--- src/rtl/sram_arb_pkg.sv ---
// Shared types for the SRAM arbiter: FSM states, grant encodings and counter width.
// The state encoding equals the grant code so grant can be driven straight from the state register.
package sram_arb_pkg;

    localparam int CNT_W = 4;

    localparam logic [1:0] GRANT_IDLE = 2'd0;
    localparam logic [1:0] GRANT_CPU  = 2'd1;
    localparam logic [1:0] GRANT_DL   = 2'd2;
    localparam logic [1:0] GRANT_TAPE = 2'd3;

    typedef enum logic [1:0] {
        S_IDLE = GRANT_IDLE,
        S_CPU  = GRANT_CPU,
        S_DL   = GRANT_DL,
        S_TAPE = GRANT_TAPE
    } state_e;

endpackage

--- src/rtl/sram_arb_if.sv ---
// Bus bundle between the CPU, loader and tape clients and the arbiter's SDRAM port.
// The arbiter uses the slave modport; clients (or a bench) drive through master.
interface sram_arb_if #(
    parameter int ADDR_W = 25
);

    logic              cpu_rd;
    logic              cpu_we;
    logic [ADDR_W-1:0] cpu_addr;
    logic [7:0]        cpu_din;
    logic              cpu_rfsh_n;

    logic              dl_req;
    logic              dl_wr;
    logic [ADDR_W-1:0] dl_addr;
    logic [7:0]        dl_din;

    logic              tape_rd;
    logic [ADDR_W-1:0] tape_addr;
    logic [7:0]        tape_dout;
    logic              tape_valid;

    logic [ADDR_W-1:0] mem_addr;
    logic [7:0]        mem_din;
    logic              mem_we;
    logic              mem_rd;
    logic [7:0]        mem_dout;

    logic [1:0]        grant;

    modport slave (
        input  cpu_rd, cpu_we, cpu_addr, cpu_din, cpu_rfsh_n,
        input  dl_req, dl_wr, dl_addr, dl_din,
        input  tape_rd, tape_addr,
        input  mem_dout,
        output tape_dout, tape_valid,
        output mem_addr, mem_din, mem_we, mem_rd,
        output grant
    );

    modport master (
        output cpu_rd, cpu_we, cpu_addr, cpu_din, cpu_rfsh_n,
        output dl_req, dl_wr, dl_addr, dl_din,
        output tape_rd, tape_addr,
        output mem_dout,
        input  tape_dout, tape_valid,
        input  mem_addr, mem_din, mem_we, mem_rd,
        input  grant
    );

endinterface

--- src/rtl/sram_arb_tapefetch.sv ---
// Tape fetch engine: refresh-slot detection, one-byte address cache, fetch counter and data capture.
// Only instantiated when SRAM_ARB_TAPE_EN is defined.
module sram_arb_tapefetch
    import sram_arb_pkg::*;
#(
    parameter int ADDR_W    = 25,
    parameter int ACK_DELAY = 7
) (
    input  logic              clk_sys,
    input  logic              nRESET,
    input  logic              i_in_cpu,
    input  logic              i_in_tape,
    input  logic              i_dl_req,
    input  logic              i_cpu_rfsh_n,
    input  logic              i_tape_rd,
    input  logic [ADDR_W-1:0] i_tape_addr,
    input  logic [7:0]        i_mem_dout,
    output logic              o_start,
    output logic              o_done,
    output logic              o_abort,
    output logic [ADDR_W-1:0] o_last_addr,
    output logic [7:0]        o_tape_dout,
    output logic              o_tape_valid
);

    logic              r_rfsh_q;
    logic [CNT_W-1:0]  r_cnt;
    logic [ADDR_W-1:0] r_last_addr;
    logic              r_cache_ok;
    logic [7:0]        r_tape_dout;
    logic              r_tape_valid;

    logic              w_slot;
    logic              w_hit;
    logic [CNT_W-1:0]  w_cnt_dec;

    // The start cycle counts toward the fetch length, so the fetch finishes when the
    // decremented count reaches 1, giving ACK_DELAY-1 cycles of SDRAM read in S_TAPE.
    always_comb begin
        w_slot      = i_in_cpu && !i_dl_req && r_rfsh_q && !i_cpu_rfsh_n && i_tape_rd;
        w_hit       = w_slot && r_cache_ok && (i_tape_addr == r_last_addr);
        o_start     = w_slot && !w_hit;
        w_cnt_dec   = (r_cnt == '0) ? '0 : r_cnt - CNT_W'(1);
        o_abort     = i_in_tape && i_cpu_rfsh_n;
        o_done      = i_in_tape && !i_dl_req && !i_cpu_rfsh_n && (w_cnt_dec == CNT_W'(1));
        o_last_addr = r_last_addr;
    end

    always_ff @(posedge clk_sys or negedge nRESET) begin
        if (!nRESET) begin
            r_rfsh_q     <= 1'b1;
            r_cnt        <= '0;
            r_last_addr  <= '0;
            r_cache_ok   <= 1'b0;
            r_tape_dout  <= '0;
            r_tape_valid <= 1'b0;
        end else begin
            r_rfsh_q     <= i_cpu_rfsh_n;
            r_tape_valid <= 1'b0;
            if (o_start) begin
                r_last_addr <= i_tape_addr;
                r_cache_ok  <= 1'b0;
                r_cnt       <= CNT_W'(ACK_DELAY);
            end else if (i_in_tape) begin
                if (i_dl_req || o_abort) begin
                    r_cnt <= '0;
                end else if (o_done) begin
                    r_cnt        <= w_cnt_dec;
                    r_tape_dout  <= i_mem_dout;
                    r_tape_valid <= 1'b1;
                    r_cache_ok   <= 1'b1;
                end else begin
                    r_cnt <= w_cnt_dec;
                end
            end else if (w_hit) begin
                r_tape_valid <= 1'b1;
            end
        end
    end

    assign o_tape_dout  = r_tape_dout;
    assign o_tape_valid = r_tape_valid;

endmodule

--- src/rtl/sram_arbiter.sv ---
// SDRAM port arbiter for CPU, loader and tape player (priority loader > tape slot > CPU).
// Define SRAM_ARB_TAPE_EN to build the tape fetch path; without it refresh slots are idle.
module sram_arbiter
    import sram_arb_pkg::*;
#(
    parameter int ADDR_W    = 25,
    parameter int ACK_DELAY = 7
) (
    input  logic     clk_sys,
    input  logic     nRESET,
    sram_arb_if.slave bus
);

    state_e r_state;
    state_e w_state_next;

`ifdef SRAM_ARB_TAPE_EN
    logic              w_in_cpu;
    logic              w_in_tape;
    logic              w_start;
    logic              w_done;
    logic              w_abort;
    logic [ADDR_W-1:0] w_last_addr;

    assign w_in_cpu  = (r_state == S_CPU);
    assign w_in_tape = (r_state == S_TAPE);

    sram_arb_tapefetch #(
        .ADDR_W    (ADDR_W),
        .ACK_DELAY (ACK_DELAY)
    ) u_tapefetch (
        .clk_sys      (clk_sys),
        .nRESET       (nRESET),
        .i_in_cpu     (w_in_cpu),
        .i_in_tape    (w_in_tape),
        .i_dl_req     (bus.dl_req),
        .i_cpu_rfsh_n (bus.cpu_rfsh_n),
        .i_tape_rd    (bus.tape_rd),
        .i_tape_addr  (bus.tape_addr),
        .i_mem_dout   (bus.mem_dout),
        .o_start      (w_start),
        .o_done       (w_done),
        .o_abort      (w_abort),
        .o_last_addr  (w_last_addr),
        .o_tape_dout  (bus.tape_dout),
        .o_tape_valid (bus.tape_valid)
    );
`else
    logic w_unused_tape;

    assign bus.tape_dout  = '0;
    assign bus.tape_valid = 1'b0;
    assign w_unused_tape  = ^{bus.tape_rd, bus.tape_addr, bus.mem_dout, CNT_W'(ACK_DELAY)};
`endif

    always_ff @(posedge clk_sys or negedge nRESET) begin
        if (!nRESET) begin
            r_state <= S_IDLE;
        end else begin
            r_state <= w_state_next;
        end
    end

    // The loader preempts everything, including an in-flight tape fetch.
    always_comb begin
        w_state_next = r_state;
        if (bus.dl_req) begin
            w_state_next = S_DL;
        end else begin
            case (r_state)
                S_IDLE: w_state_next = S_CPU;
                S_CPU: begin
`ifdef SRAM_ARB_TAPE_EN
                    if (w_start) begin
                        w_state_next = S_TAPE;
                    end
`endif
                end
                S_DL:   w_state_next = S_IDLE;
`ifdef SRAM_ARB_TAPE_EN
                S_TAPE: begin
                    if (w_done || w_abort) begin
                        w_state_next = S_CPU;
                    end
                end
`endif
                default: w_state_next = S_IDLE;
            endcase
        end
    end

    // CPU refresh cycles keep the address but never read or write.
    always_comb begin
        bus.mem_addr = '0;
        bus.mem_din  = '0;
        bus.mem_we   = 1'b0;
        bus.mem_rd   = 1'b0;
        case (r_state)
            S_CPU: begin
                bus.mem_addr = bus.cpu_addr;
                if (bus.cpu_rfsh_n) begin
                    bus.mem_din = bus.cpu_din;
                    bus.mem_we  = bus.cpu_we;
                    bus.mem_rd  = bus.cpu_rd;
                end
            end
            S_DL: begin
                bus.mem_addr = bus.dl_addr;
                bus.mem_din  = bus.dl_din;
                bus.mem_we   = bus.dl_wr;
            end
`ifdef SRAM_ARB_TAPE_EN
            S_TAPE: begin
                bus.mem_addr = w_last_addr;
                bus.mem_rd   = !w_abort;
            end
`endif
            default: ;
        endcase
    end

    assign bus.grant = r_state;

endmodule

--- src/flat_wrapper.sv ---
// flat-port wrapper written by rule: the top's interface ports become plain ports
module sram_arbiter_flat import sram_arb_pkg::*;
#(
    parameter int ADDR_W    = 25,
    parameter int ACK_DELAY = 7
)
  (clk_sys, nRESET, bus_cpu_rd, bus_cpu_we, bus_cpu_addr, bus_cpu_din, bus_cpu_rfsh_n, bus_dl_req, bus_dl_wr, bus_dl_addr, bus_dl_din, bus_tape_rd, bus_tape_addr, bus_mem_dout, bus_tape_dout, bus_tape_valid, bus_mem_addr, bus_mem_din, bus_mem_we, bus_mem_rd, bus_grant);
  sram_arb_if #(.ADDR_W(ADDR_W)) bus_i ();
  input  logic clk_sys;
  input  logic nRESET;
  input wire logic [$bits(bus_i.cpu_rd)-1:0] bus_cpu_rd;
  input wire logic [$bits(bus_i.cpu_we)-1:0] bus_cpu_we;
  input wire logic [$bits(bus_i.cpu_addr)-1:0] bus_cpu_addr;
  input wire logic [$bits(bus_i.cpu_din)-1:0] bus_cpu_din;
  input wire logic [$bits(bus_i.cpu_rfsh_n)-1:0] bus_cpu_rfsh_n;
  input wire logic [$bits(bus_i.dl_req)-1:0] bus_dl_req;
  input wire logic [$bits(bus_i.dl_wr)-1:0] bus_dl_wr;
  input wire logic [$bits(bus_i.dl_addr)-1:0] bus_dl_addr;
  input wire logic [$bits(bus_i.dl_din)-1:0] bus_dl_din;
  input wire logic [$bits(bus_i.tape_rd)-1:0] bus_tape_rd;
  input wire logic [$bits(bus_i.tape_addr)-1:0] bus_tape_addr;
  input wire logic [$bits(bus_i.mem_dout)-1:0] bus_mem_dout;
  output wire logic [$bits(bus_i.tape_dout)-1:0] bus_tape_dout;
  output wire logic [$bits(bus_i.tape_valid)-1:0] bus_tape_valid;
  output wire logic [$bits(bus_i.mem_addr)-1:0] bus_mem_addr;
  output wire logic [$bits(bus_i.mem_din)-1:0] bus_mem_din;
  output wire logic [$bits(bus_i.mem_we)-1:0] bus_mem_we;
  output wire logic [$bits(bus_i.mem_rd)-1:0] bus_mem_rd;
  output wire logic [$bits(bus_i.grant)-1:0] bus_grant;
  assign bus_i.cpu_rd = bus_cpu_rd;
  assign bus_i.cpu_we = bus_cpu_we;
  assign bus_i.cpu_addr = bus_cpu_addr;
  assign bus_i.cpu_din = bus_cpu_din;
  assign bus_i.cpu_rfsh_n = bus_cpu_rfsh_n;
  assign bus_i.dl_req = bus_dl_req;
  assign bus_i.dl_wr = bus_dl_wr;
  assign bus_i.dl_addr = bus_dl_addr;
  assign bus_i.dl_din = bus_dl_din;
  assign bus_i.tape_rd = bus_tape_rd;
  assign bus_i.tape_addr = bus_tape_addr;
  assign bus_i.mem_dout = bus_mem_dout;
  assign bus_tape_dout = bus_i.tape_dout;
  assign bus_tape_valid = bus_i.tape_valid;
  assign bus_mem_addr = bus_i.mem_addr;
  assign bus_mem_din = bus_i.mem_din;
  assign bus_mem_we = bus_i.mem_we;
  assign bus_mem_rd = bus_i.mem_rd;
  assign bus_grant = bus_i.grant;
  sram_arbiter #(.ADDR_W(ADDR_W), .ACK_DELAY(ACK_DELAY)) u_core (.clk_sys(clk_sys), .nRESET(nRESET), .bus(bus_i));
endmodule
--- config.mk ---
export PLATFORM = sky130hd
export DESIGN_NAME = sram_arbiter_flat
export DESIGN_NICKNAME = d
export VERILOG_FILES = /design/src/rtl/sram_arb_pkg.sv /design/src/rtl/sram_arb_if.sv /design/src/rtl/sram_arb_tapefetch.sv /design/src/rtl/sram_arbiter.sv /design/src/flat_wrapper.sv
export SDC_FILE = /design/constraint.sdc
export NUM_CORES = 1
export LEC_CHECK = 0
export CAP_MARGIN = 40
export CORE_AREA = 2 2 66 68
export CTS_CLUSTER_DIAMETER = 60
export DETAILED_ROUTE_END_ITERATION = 7
export DIE_AREA = 0 0 68 70
export PLACE_DENSITY = 0.8
export SLEW_MARGIN = 20
export SYNTH_ARGS = -nofsm -noshare
export SYNTH_HDL_FRONTEND = slang
export SYNTH_SLANG_ARGS = --single-unit
--- constraint.sdc ---
create_clock -name clk_sys -period 2.05 [get_ports clk_sys]
set_input_delay 0.3075 -clock clk_sys [delete_from_list [all_inputs] [get_ports clk_sys]]
set_output_delay 0.3075 -clock clk_sys [all_outputs]
set_load 0.01 [all_outputs]
* Word level (Yosys, flattened, before mapping)
Index checks and enable logic that the tools add are counted.
Widths: inputs -> output; s select.
** Word-level totals
- Register bits after elaboration :: 2
- Input bits :: 107
- Output and inout bits :: 46
- Word-level logic and storage cells :: 14
** Operators by class
- Equal/unequal tests :: 3
- Muxes and demuxes :: 9
- Reductions and logical operators :: 1
** Operators by type and width (count)
- $pmux 25 s2 :: 1
- $pmux 8 s2 :: 1
- $mux 8 :: 1
- $pmux 2 s2 :: 1
- $mux 1 :: 3
- $eq 2x1->1 const B :: 1
- $eq 2x2->1 const B :: 1
- $logic_not 2->1 :: 1
- $mux 2 :: 1
- $ne 2x2->1 const B :: 1
- $pmux 1 s2 :: 1

* Longest topological paths before layout
- Depth after elaboration :: 3
- Gate-level depth with buffers :: 6
- Mapped depth without buffers :: 4

* Least setup slack after synthesis
No wires, ideal clock.
- Path type :: register -> output
- From :: register u_core.r_state[0] (netlist: u_core.bus.grant[0])
- To :: output port bus_mem_din[0]
- Arrival :: 1.414 ns
- Required time :: 1.742 ns
- Setup slack :: 0.329 ns
- Stages on the path, launching flop included :: 7
- Buffers on the path :: 2
- Cell sequence :: dfrtp_1 -> inv_1 -> ha_1 -> buf_2 -> and2_4 -> buf_6 -> a32o_1
** On the way
- Longest elaborated chain between the ends :: 2
- Elaborated cells on any way between the ends :: 3
- Those cells by class :: eq/ne (2); mux (1)
** RTL lines
- start: declaration :: line sram_arbiter.sv:14 : state_e r_state;
- start signal: assignment :: line sram_arbiter.sv:60 : r_state <= w_state_next;
- $eq 2x2->1 or $eq 2x1->1 (tied branches) :: line sram_arbiter.sv:98 : case (r_state)
- $pmux 8 s2 (*) :: line sram_arbiter.sv:98
- end: declaration :: line flat_wrapper.sv:26 : output wire logic [$bits(bus_i.mem_din)-1:0] bus_mem_din;
Every way passes the cells marked *; elsewhere a longest branch is shown, timed or not.

* Worst setup path in the final report
- From :: register u_core.r_state[0] (netlist: u_core.bus.grant[0])
- To :: output port bus_mem_din[7]
The elaborated chain is that of the path after synthesis.

==> impl_results.rst <==
.. list-table::
   :header-rows: 1

   * - Metric
     - Value
   * - Remaining antenna violation count
     - 0
   * - First-pass detailed-route iteration total
     - 4
   * - Number of distinct library cell variants in the gate-level netlist after synthesis
     - 20
   * - Type of destination of the critical path
     - output port
   * - Reg clk slew, reported paths
     - 0.03 ns
   * - Initial antenna violation count
     - 0
   * - Routability Congestion
     - 0.731
   * - Endpoint of the worst-slack reg-to-reg timing path
     - u_core.bus.grant[0]
   * - Count of hold buffers inserted by post-cts repair
     - 0
   * - RSZ-0062 raised after global routing
     - no
   * - Synth Register Bits
     - 2
   * - Type of the tightest min-delay check
     - input pin to asynchronous set/reset pin
   * - Global-route wire length before repair
     - 5220 um
   * - Largest fanout on the critical path
     - 8
   * - CTS tree
     - yes
   * - Highest clock rate
     - 518 MHz
   * - Final critical-path required period
     - 1.93 ns
   * - Worst clock skew on the final layout
     - 0.00156 ns
   * - Biggest area contributors in the synthesized netlist
     - a22oi_1 (25%), nor2b_1 (21%), buf_4 (13%)
   * - Final core utilization
     - 46.7%
   * - Combinational Power Share
     - 68.7%
   * - Internal Pwr Total
     - 438 uW
   * - Share of total power in the clock network
     - 24.2%
   * - Count of placed standard cells in the final layout, fillers left out
     - 262
   * - Final period util
     - 94.2%
   * - Post-Synthesis Mean Instance Area
     - 7.66 um2
   * - Fraction of layout instances using a drive strength above 1
     - 11.9%
   * - Grt ovf
     - 0
   * - Yosys top cell by area
     - a22oi_1
   * - Most common library cell in the layout ignoring fill and taps
     - clkdlybuf4s50_1
   * - Critical path origin
     - u_core.bus.grant[0]
   * - Share of synthesized area occupied by flip-flops and latches
     - 6.73%
   * - Arrival time of the worst setup path
     - 1.62 ns
   * - Most used cells in the layout excluding fill and tap cells
     - clkdlybuf4s50_1 (74), dlygate4sd2_1 (33), a22oi_1 (25), nor2b_1 (25), conb_1 (9)
   * - Root cell of the clock tree
     - clkbuf_8
   * - Setup CP Type
     - register to output port
   * - Clock H-tree levels
     - 1
   * - Crit Reg-Reg Startpoint
     - u_core.bus.grant[0]
   * - Clock buffer count from CTS
     - 3
   * - Warnings from Yosys
     - 0
   * - Final count of hold timing violations
     - 0
   * - Global-route total usage across every layer
     - 14.1%
   * - Net switching component of the power
     - 201 uW
   * - Clk sinks
     - 2
   * - Total number of vias
     - 1161
   * - X dimension of the die
     - 68 um
   * - Floorplan die height
     - 70 um
   * - Average wire per standard cell
     - 13.3 um
   * - Placeable Area
     - 4140 um2
   * - Number of core rows
     - 24
   * - # IOs
     - 153
   * - Max Cap Viol
     - 0
   * - Min setup slack post-route
     - 0.119 ns
   * - Highest ir drop seen on vdd
     - 0.491 mV
   * - Critical path required time
     - 1.74 ns
   * - Share of the synthesized area in the top cell type
     - 25.3%
   * - Count of routing violations after the opening detailed-route iteration
     - 15
   * - Worst setup timing slack at the placement stage
     - -0.130 ns
   * - Synthesized instance count
     - 97
   * - Result of the run
     - finished clean
   * - Number of global-route vias before repair
     - 1112
   * - Switching part of the total power
     - 31.4%
   * - Placed Instances
     - 256
   * - Starting Density
     - 17.9%
   * - # DRC
     - 0
   * - Flip-flop count of the largest register, all copies and words added
     - 2
   * - Clock latency on the worst-skew pair
     - 0.21 ns
   * - Register-to-register path setup slack
     - 0.66 ns
   * - Startpoint type of the worst setup path
     - register
   * - Maximum number of pins on one net before global-route repair
     - 15
   * - Antenna Cells
     - 0
   * - Setup Total Neg Slack
     - 0 ns
   * - Average vias per placed instance
     - 4.43
   * - Clock Path Buffers
     - 2
   * - Final slew viol count
     - 0
   * - Number of cells on the worst reg-to-reg path
     - 6
   * - Proportion of power drawn by flip-flops and latches
     - 7.0%
   * - Area Overhead vs Synth
     - 160%
   * - Buffers on Ports
     - 109
   * - PwrDens
     - 330 nW/um2
   * - Cell leakage power
     - 0.897 nW
   * - DIE AREA
     - 4760 um2
   * - Endpoints failing setup
     - 0
   * - Total wire length
     - 3500 um
   * - Post-Route Hold Slack
     - 0.261 ns
   * - Number of nets in the final layout
     - 323
   * - Cell area after synthesis
     - 743 um2
   * - Post-DP HPWL
     - 2600 um
-- cells in the mapped netlist, drive strengths merged --
master	n
a22oi	25
nor2b	25
buf	20
a32o	8
ha	4
and2	2
dfrtp	2
inv	2
a21o	1
and3	1
clkbuf	1
conb	1
mux2i	1
nand2	1
nand3	1
nand4	1
nor2	1
-- power by group through the flow --
stage	clock, mW	sequential, mW	combinational (mW)
floorplan	0	0.0468	0.188
global placement	0	0.0447	0.447
global route	0.162	0.0454	0.473
CTS	0.159	0.0449	0.445
finish	0.155	0.0450	0.439
detailed placement	0	0.0448	0.451
-- metal layers --
layer | vias to the layer above | track usage (%) | part of all wire (%)
met2 | 57 | 25.4 | 51
met3 | 4 | 3.38 | 9.8
met4 | 0 | 4.00 | 0.92
li1 | 567 | - | -
met5 | - | 0 | 0
met1 | 533 | 16.0 | 38
-- worst max-delay path, cell delays in order (launching register included) --
cell           delay, ns
dfrtp_1             0.39
inv_2               0.08
ha_4                0.27
and2_4              0.17
a32o_1              0.21
dlygate4sd2_1       0.28
-- repair_timing --
action	CTS	global route
setup endpoints to repair	34	2
setup buffers	1	0
pin swaps	0	0
resized for setup	52	2
cloned	2	0
-- how the worst max path moves through the flow --
stage / end / slack (ns) / cells after the start
after floorplan: bus_mem_din[0] / 0.33 / 6
after global placement: bus_mem_din[2] / -0.12 / 4
after detailed placement: bus_mem_din[7] / -0.13 / 4
after CTS: bus_mem_addr[21] / 0.0006 / 7
after global routing: bus_mem_addr[16] / 0.03 / 6
final: bus_mem_din[7] / 0.12 / 5
-- per-stage QoR --
| stage | power, mW | instance area (um2) |
|---|---|---|
| CTS | 0.648 | 1940 |
| global placement | 0.491 | 1860 |
| detailed placement | 0.496 | 1860 |
| global route | 0.680 | 1930 |
| finish | 0.639 | 1930 |
| floorplan | 0.235 | 773 |
-- logic make-up (layout without fill, tap and decap cells) --
group,Yosys count,after routing,synth area share [%]
AO/OA/AOI/OAI,34,34,37.0
AND/OR/NAND/NOR,32,32,26.4
buffers and inverters,23,128,21.2
adder cells (fa/ha/maj),4,4,6.73
flip-flops,2,2,6.73
other,1,9,0.505
multiplexers,1,1,1.35
-- layout make-up --
type                       instances  area, um2
clock buffer                       3       41.3
fill                             422       2210
inverter                           2       7.51
multi-input combinational         80        596
sequential                         2       50.0
tap                               52       65.1
timing repair buffer             123       1170
(Power assumes the default switching activity.)
